--- config.mk ---
export PLATFORM = sky130hd
export DESIGN_NAME = exp_sum_acc_flat
export DESIGN_NICKNAME = d
export VERILOG_FILES = /design/src/rtl/exp_sum_acc_if.sv /design/src/rtl/exp_sum_acc.sv /design/src/flat_wrapper.sv
export SDC_FILE = /design/constraint.sdc
export NUM_CORES = 1
export LEC_CHECK = 0
export BUFFER_PORTS_ARGS = -buffer_cell sky130_fd_sc_hd__buf_2
export CORE_AREA = 3 3 186 143
export DETAILED_ROUTE_END_ITERATION = 10
export DIE_AREA = 0 0 189 146
export GPL_ROUTABILITY_DRIVEN = 0
export SYNTH_ARGS = -nofsm -noshare
export SYNTH_HDL_FRONTEND = slang
export SYNTH_SLANG_ARGS = --single-unit
export TNS_END_PERCENT = 30
--- constraint.sdc ---
create_clock -name clk -period 10.7 [get_ports clk]
set_input_delay 1.605 -clock clk [delete_from_list [all_inputs] [get_ports clk]]
set_output_delay 1.605 -clock clk [all_outputs]
set_load 0.05 [all_outputs]
--- src/rtl/exp_sum_acc_if.sv ---
// Stream interface for the softmax denominator stage: exp() beats in, bf16 sum out.
// The master drives beats and out_ready; the slave is the accumulator.
interface exp_sum_acc_if #(
    parameter int CNT_W = 16
);
    logic             in_valid;
    logic             in_ready;
    logic [15:0]      in_data;
    logic             in_last;
    logic             out_valid;
    logic             out_ready;
    logic [15:0]      out_sum;
    logic [CNT_W-1:0] out_count;
    logic             out_sat;
    logic             out_err;

    modport master (
        output in_valid, in_data, in_last, out_ready,
        input  in_ready, out_valid, out_sum, out_count, out_sat, out_err
    );

    modport slave (
        input  in_valid, in_data, in_last, out_ready,
        output in_ready, out_valid, out_sum, out_count, out_sat, out_err
    );
endinterface

--- src/rtl/exp_sum_acc.sv ---
// Softmax denominator: sums a packet of bf16 exp() values in unsigned fixed point
// and returns the total as bf16 with a beat count and saturation/error flags.
//
//  state    | meaning
//  ---------+-------------------------------------------------------------
//  ST_ACCUM | accepting beats, accumulating; in_last moves to ST_NORM
//  ST_NORM  | one cycle: convert acc to bf16, register result fields
//  ST_OUT   | result presented; out_ready clears state, back to ST_ACCUM
module exp_sum_acc #(
    parameter int ACC_W     = 40,
    parameter int FRAC_BITS = 16,
    parameter int CNT_W     = 16
) (
    input logic           clk,
    input logic           rst_n,
    exp_sum_acc_if.slave  bus
);
    localparam logic [1:0] ST_ACCUM = 2'd0;
    localparam logic [1:0] ST_NORM  = 2'd1;
    localparam logic [1:0] ST_OUT   = 2'd2;

    localparam int K_OFS   = FRAC_BITS - 7 - 127;
    localparam int MAX_LSH = ACC_W - 8;
    localparam int LEAD_W  = $clog2(ACC_W);

    logic [1:0]       state_q, state_d;
    logic [ACC_W-1:0] acc_q, acc_d;
    logic [CNT_W-1:0] count_q, count_d;
    logic             sat_q, sat_d;
    logic             err_q, err_d;
    logic [15:0]      out_sum_q, out_sum_d;
    logic [CNT_W-1:0] out_count_q, out_count_d;
    logic             out_sat_q, out_sat_d;
    logic             out_err_q, out_err_d;

    logic             in_sgn;
    logic [7:0]       in_exp;
    logic [7:0]       in_man;
    logic signed [10:0] shift_k;
    logic signed [10:0] neg_k;
    logic [ACC_W-1:0] conv_val;
    logic             conv_ovf;
    logic             conv_inf;
    logic             conv_err;
    logic [ACC_W:0]   acc_sum;

    logic [LEAD_W-1:0] lead_p;
    logic [7:0]        norm_exp;
    logic [6:0]        norm_man;
    logic [15:0]       norm_sum;

    // bf16 beat to fixed point: mantissa {1,m} weighted so that LSB = 2^-FRAC_BITS
    always_comb begin
        in_sgn   = bus.in_data[15];
        in_exp   = bus.in_data[14:7];
        in_man   = {1'b1, bus.in_data[6:0]};
        shift_k  = $signed({3'b000, in_exp}) + $signed(11'(K_OFS));
        neg_k    = -shift_k;
        conv_val = '0;
        conv_ovf = 1'b0;
        conv_inf = 1'b0;
        conv_err = 1'b0;
        if (in_exp == 8'h00) begin
            conv_val = '0;
        end else if (in_exp == 8'hFF) begin
            conv_inf = 1'b1;
            conv_err = in_sgn;
        end else if (in_sgn) begin
            conv_err = 1'b1;
        end else if (!shift_k[10]) begin
            if (shift_k > $signed(11'(MAX_LSH)))
                conv_ovf = 1'b1;
            else
                conv_val = ACC_W'(in_man) << shift_k[9:0];
        end else if (neg_k <= 11'sd7) begin
            conv_val = ACC_W'(in_man >> neg_k[2:0]);
        end
        acc_sum = {1'b0, acc_q} + {1'b0, conv_val};
    end

    // Fixed point back to bf16, mantissa truncated below the leading one
    always_comb begin
        lead_p = '0;
        for (int i = 0; i < ACC_W; i++) begin
            if (acc_q[i])
                lead_p = LEAD_W'(i);
        end
        norm_exp = 8'(int'(lead_p) + 127 - FRAC_BITS);
        if (lead_p >= LEAD_W'(7))
            norm_man = 7'(acc_q >> (lead_p - LEAD_W'(7)));
        else
            norm_man = 7'(acc_q << (LEAD_W'(7) - lead_p));
        if (sat_q)
            norm_sum = 16'h7F80;
        else if (acc_q == '0)
            norm_sum = 16'h0000;
        else
            norm_sum = {1'b0, norm_exp, norm_man};
    end

    always_comb begin
        state_d     = state_q;
        acc_d       = acc_q;
        count_d     = count_q;
        sat_d       = sat_q;
        err_d       = err_q;
        out_sum_d   = out_sum_q;
        out_count_d = out_count_q;
        out_sat_d   = out_sat_q;
        out_err_d   = out_err_q;
        case (state_q)
            ST_ACCUM: begin
                if (bus.in_valid) begin
                    if (conv_ovf || conv_inf || acc_sum[ACC_W]) begin
                        acc_d = '1;
                        sat_d = 1'b1;
                    end else begin
                        acc_d = acc_sum[ACC_W-1:0];
                    end
                    err_d = err_q | conv_err;
                    if (&count_q)
                        sat_d = 1'b1;
                    else
                        count_d = count_q + CNT_W'(1);
                    if (bus.in_last)
                        state_d = ST_NORM;
                end
            end
            ST_NORM: begin
                out_sum_d   = norm_sum;
                out_count_d = count_q;
                out_sat_d   = sat_q;
                out_err_d   = err_q;
                state_d     = ST_OUT;
            end
            ST_OUT: begin
                if (bus.out_ready) begin
                    acc_d   = '0;
                    count_d = '0;
                    sat_d   = 1'b0;
                    err_d   = 1'b0;
                    state_d = ST_ACCUM;
                end
            end
            default: state_d = ST_ACCUM;
        endcase
    end

    always_ff @(posedge clk or negedge rst_n) begin
        if (!rst_n) begin
            state_q     <= ST_ACCUM;
            acc_q       <= '0;
            count_q     <= '0;
            sat_q       <= 1'b0;
            err_q       <= 1'b0;
            out_sum_q   <= '0;
            out_count_q <= '0;
            out_sat_q   <= 1'b0;
            out_err_q   <= 1'b0;
        end else begin
            state_q     <= state_d;
            acc_q       <= acc_d;
            count_q     <= count_d;
            sat_q       <= sat_d;
            err_q       <= err_d;
            out_sum_q   <= out_sum_d;
            out_count_q <= out_count_d;
            out_sat_q   <= out_sat_d;
            out_err_q   <= out_err_d;
        end
    end

    assign bus.in_ready  = (state_q == ST_ACCUM);
    assign bus.out_valid = (state_q == ST_OUT);
    assign bus.out_sum   = out_sum_q;
    assign bus.out_count = out_count_q;
    assign bus.out_sat   = out_sat_q;
    assign bus.out_err   = out_err_q;
endmodule
--- src/flat_wrapper.sv ---
// flat-port wrapper written by rule: the top's interface ports become plain ports
module exp_sum_acc_flat 
#(
    parameter int ACC_W     = 40,
    parameter int FRAC_BITS = 16,
    parameter int CNT_W     = 16
)
  (clk, rst_n, bus_in_valid, bus_in_data, bus_in_last, bus_out_ready, bus_in_ready, bus_out_valid, bus_out_sum, bus_out_count, bus_out_sat, bus_out_err);
  exp_sum_acc_if #(.CNT_W(CNT_W)) bus_i ();
  input logic clk;
  input logic rst_n;
  input wire logic [$bits(bus_i.in_valid)-1:0] bus_in_valid;
  input wire logic [$bits(bus_i.in_data)-1:0] bus_in_data;
  input wire logic [$bits(bus_i.in_last)-1:0] bus_in_last;
  input wire logic [$bits(bus_i.out_ready)-1:0] bus_out_ready;
  output wire logic [$bits(bus_i.in_ready)-1:0] bus_in_ready;
  output wire logic [$bits(bus_i.out_valid)-1:0] bus_out_valid;
  output wire logic [$bits(bus_i.out_sum)-1:0] bus_out_sum;
  output wire logic [$bits(bus_i.out_count)-1:0] bus_out_count;
  output wire logic [$bits(bus_i.out_sat)-1:0] bus_out_sat;
  output wire logic [$bits(bus_i.out_err)-1:0] bus_out_err;
  assign bus_i.in_valid = bus_in_valid;
  assign bus_i.in_data = bus_in_data;
  assign bus_i.in_last = bus_in_last;
  assign bus_i.out_ready = bus_out_ready;
  assign bus_in_ready = bus_i.in_ready;
  assign bus_out_valid = bus_i.out_valid;
  assign bus_out_sum = bus_i.out_sum;
  assign bus_out_count = bus_i.out_count;
  assign bus_out_sat = bus_i.out_sat;
  assign bus_out_err = bus_i.out_err;
  exp_sum_acc #(.ACC_W(ACC_W), .FRAC_BITS(FRAC_BITS), .CNT_W(CNT_W)) u_core (.clk(clk), .rst_n(rst_n), .bus(bus_i));
endmodule
==> summary.md <==
| Metric | Value |
|---|---|
| Share of cells above drive strength 1 | 0.117 |
| Final hold viol count | 0 |
| Setup_tns | 0 ns |
| CTS Buf Count | 9 |
| All-Layer GR Usage | 0.226 |
| Core ar. | around 25,000 um2 |
| DR pass1 iterations | 6 |
| Largest stage delay, worst path | roughly 0.66 ns |
| Antenna-violating nets left | 0 |
| Place WS | around 2.8 ns |
| Sequential share of the synthesized area | 0.236 |
| Clock Root Buffer | clkbuf_16 |
| Slew Limit Fails | 0 |
| Post-Syn Area | roughly 9900 um2 |
| Max frequency | 130 MHz |
| Slowest-stage cell, CP | nor2_1 |
| #FFs+latches synth | slightly above 90 |
| First DRT Iteration DRCs | between 1,000 and 1,500 |
| Post-synth top flop | dfrtp_1 |
| FF-to-FF Start | u_core.acc_q[3] |
| Starting density of the core | 0.397 |
| Vias | between 9,000 and 10,000 |
| Distinct cells, synth | 81 |
| Worst Path Buf+Inv | 3 |
| Global-route wire length before repair | 51,000 um |
| Post-Route Utilization | 0.428 |
| Top cells by area, synth | dfrtp_1 (24%), ha_1 (6.6%), nand2_1 (6.5%) |
| Post-DP HPWL | approximately 23,000 um |
| FF-to-FF setup slack | ~5.6 ns |
| Final Setup Violations | 0 |
| Die ar. | 27,600 um2 |
| Slew @ Worst Pin | 1.16 ns |
| Synthesized instance count | around 1,300 |
| Area Overhead vs Synth | 7.82% |
| Delay-heaviest family, CP | simple AND/OR/NAND/NOR gates |
| CP Capture Type | flip-flop |
| Cell Pwr Density | around 260 nW/um2 |
| Layout Nets | between 1,000 and 1,500 |
| Worst setup SP type | input port |
| RSZ-0062 raised after global routing | false |
| Port bufs | 55 |
| Die height | approximately 150 um |
| Top-area cell type share of the netlist area | 0.236 |
| Final WS setup | ~3.0 ns |
| Routed WL | 31,300 um |
| Most frequent cells in the layout | nand2_1 (170), nor2_1 (137), a21oi_1 (110), o21ai_0 (93), dfrtp_1 (93) |
| Clk slew on worst S/H paths | approximately 0.08 ns |
| Congestion Overflow GR | 0 |
| FP Rows | 50 |
| Arrival time worst endpoint | 7.91 ns |
| Max-cap viol count | 0 |
| Ys async rst share | 1.00 |
| Vias in the first global route | approximately 9,300 |
| Fin Clk Skew | between 0.007 and 0.008 ns |
| Synth warn | 0 |
| Commonest non-fill, non-tap cell in the layout | nand2_1 |
| Syn avg cell area | around 7.7 um2 |
| Crit-path cells | buf_2 -> clkinv_1 -> ha_1 -> nand3_1 -> or3b_2 -> or2_2 -> nor3_1 -> nand2_1 -> nor3_1 -> nand2_1 -> or3_1 -> o21ai_0 -> ha_1 -> and4_1 -> and3_1 -> a21oi_1 -> a31oi_1 -> nand4_1 -> nand3_1 -> buf_4 -> nor2_1 -> a21oi_1 |
| Final critical-path required period | a little under 8 ns |
| Hold Crit Class | flip-flop to flip-flop |
| Number of vias per cell | between 6 and 7 |
| Slew margin rel. | 0.228 |
| Crit Path Max Fanout | 33 |
| Final Cycle Share | 0.720 |
| Post-CTS Resized | 0 |
| CTS tree | yes |
| Max VDD drop | about 0.00013 V |
| WS Path Type | input port to flip-flop |
| Diodes inserted | 0 |
| Drt drc | 0 |
| Clk_lat worst skew | 0.36 ns |
| Tot Pwr | 2810 uW |
| Largest net degree at the start of global routing | 61 |
| Largest area contributor in the netlist | dfrtp_1 |
| Status | finished clean |
| # IOs | 57 |
| CTS Hold Bufs | 0 |
| Worst hold path startpoint | u_core.bus.out_sat |
| Hold path depth | 1 |
| Post-synthesis net count | around 1,400 |
| Worst reg2reg path depth | 16 |
| Initial antenna violation count | 0 |
| Clock sink count | between 90 and 100 |
| CTS max path bufs | 2 |
| Post-synth EDFFs | 0 |
| CP Data Required Time | between 10 and 15 ns |
| Post-CTS setup repair buffer count | 0 |
| Reg2Reg Capture Point | u_core.bus.out_sum[3] |
| Die W | around 190 um |
| Hold EP | u_core.bus.out_sat |
| H-tree depth | 3 |
| Leak pwr | 0.00472 uW |
| WL per Instance | 19.3 um |
## flip-flops by register name (all words and copies together), names as in the netlist
signal / cells
u_core.bus.out_sat: 1
u_core.bus.out_count: 16
u_core.bus.out_err: 1
u_core.acc_q: 40
u_core.bus.out_sum: 15
u_core.sat_q: 1
u_core.state_q: 2
u_core.err_q: 1
u_core.count_q: 16
## cells in the mapped netlist (14+ instances only)
| master | n |
|---|---|
| a211oi_1 | 15 |
| a21o_1 | 20 |
| a21oi_1 | 110 |
| a31oi_1 | 14 |
| and3_1 | 14 |
| buf_2 | 15 |
| clkbuf_1 | 56 |
| dfrtp_1 | 93 |
| ha_1 | 52 |
| inv_1 | 30 |
| mux2_2 | 25 |
| mux2i_1 | 45 |
| mux4_2 | 22 |
| nand2_1 | 170 |
| nand3_1 | 46 |
| nor2_1 | 138 |
| nor2b_1 | 18 |
| nor3_1 | 35 |
| nor4_1 | 15 |
| o21ai_0 | 93 |
| xnor2_1 | 39 |
| xor2_1 | 26 |
## metrics by stage
| step | cells | cell area [um2] | hold slack (ns) |
|---|---|---|---|
| after floorplan | 1281 | 9870 | 0.459 |
| after global placement | 1606 | 10300 | 0.458 |
| after detailed placement | 1606 | 10300 | 0.461 |
| after CTS | 1622 | 10600 | 0.478 |
| after global routing | 1622 | 10600 | 0.487 |
| final | 1622 | 10600 | 0.475 |
## per-layer routing
metal / up-vias / part of all wire / wire, um / GRT usage
met1: 4700 / 0.49 / 15200 / 0.339
met2: 401 / 0.41 / 12900 / 0.320
met3: 45 / 0.087 / 2720 / 0.0633
met4: 0 / 0.016 / 486 / 0.0480
met5: - / 0 / 0 / 0
li1: 4679 / - / - / -
## power by group
part           leakage [uW]  internal (uW)  switching [uW]
Combinational       0.00339            700            1060
Clock              0.000151            169             170
Sequential          0.00118            453             259
## worst max path at each step
stage,startpoint,to,cells past startpoint
after CTS,bus_in_data[7],u_core.acc_q[38],22
after detailed placement,bus_in_data[7],u_core.acc_q[38],22
final,bus_in_data[7],u_core.acc_q[15],22
after global placement,bus_in_data[7],u_core.acc_q[29],21
after floorplan,bus_in_data[7],u_core.acc_q[39],24
after global routing,bus_in_data[7],u_core.acc_q[39],21
## cell type report
| type | instances | area, um2 |
|---|---|---|
| Fill cell | 2553 | 14200 |
| Multi-Input combinational cell | 1075 | 7090 |
| Sequential cell | 93 | 2330 |
| Tap cell | 338 | 423 |
| Timing Repair Buffer | 66 | 360 |
| Clock buffer | 9 | 225 |
| Inverter | 34 | 130 |
| Clock inverter | 7 | 81.3 |
## kinds of logic (layout without fill, tap and decap cells)
group	Yosys count	in the layout	share of synthesized area
adders and majority gates	53	53	0.0680
other	1	1	0.000380
xor gates and xnor gates	65	65	0.0577
and+or+nand+nor	498	498	0.232
DFF	93	93	0.236
AOI/OAI and AO/OA	366	366	0.235
buffers and inverters	113	116	0.0467
muxes	92	92	0.124
Power figures use the tool's default switching activity.
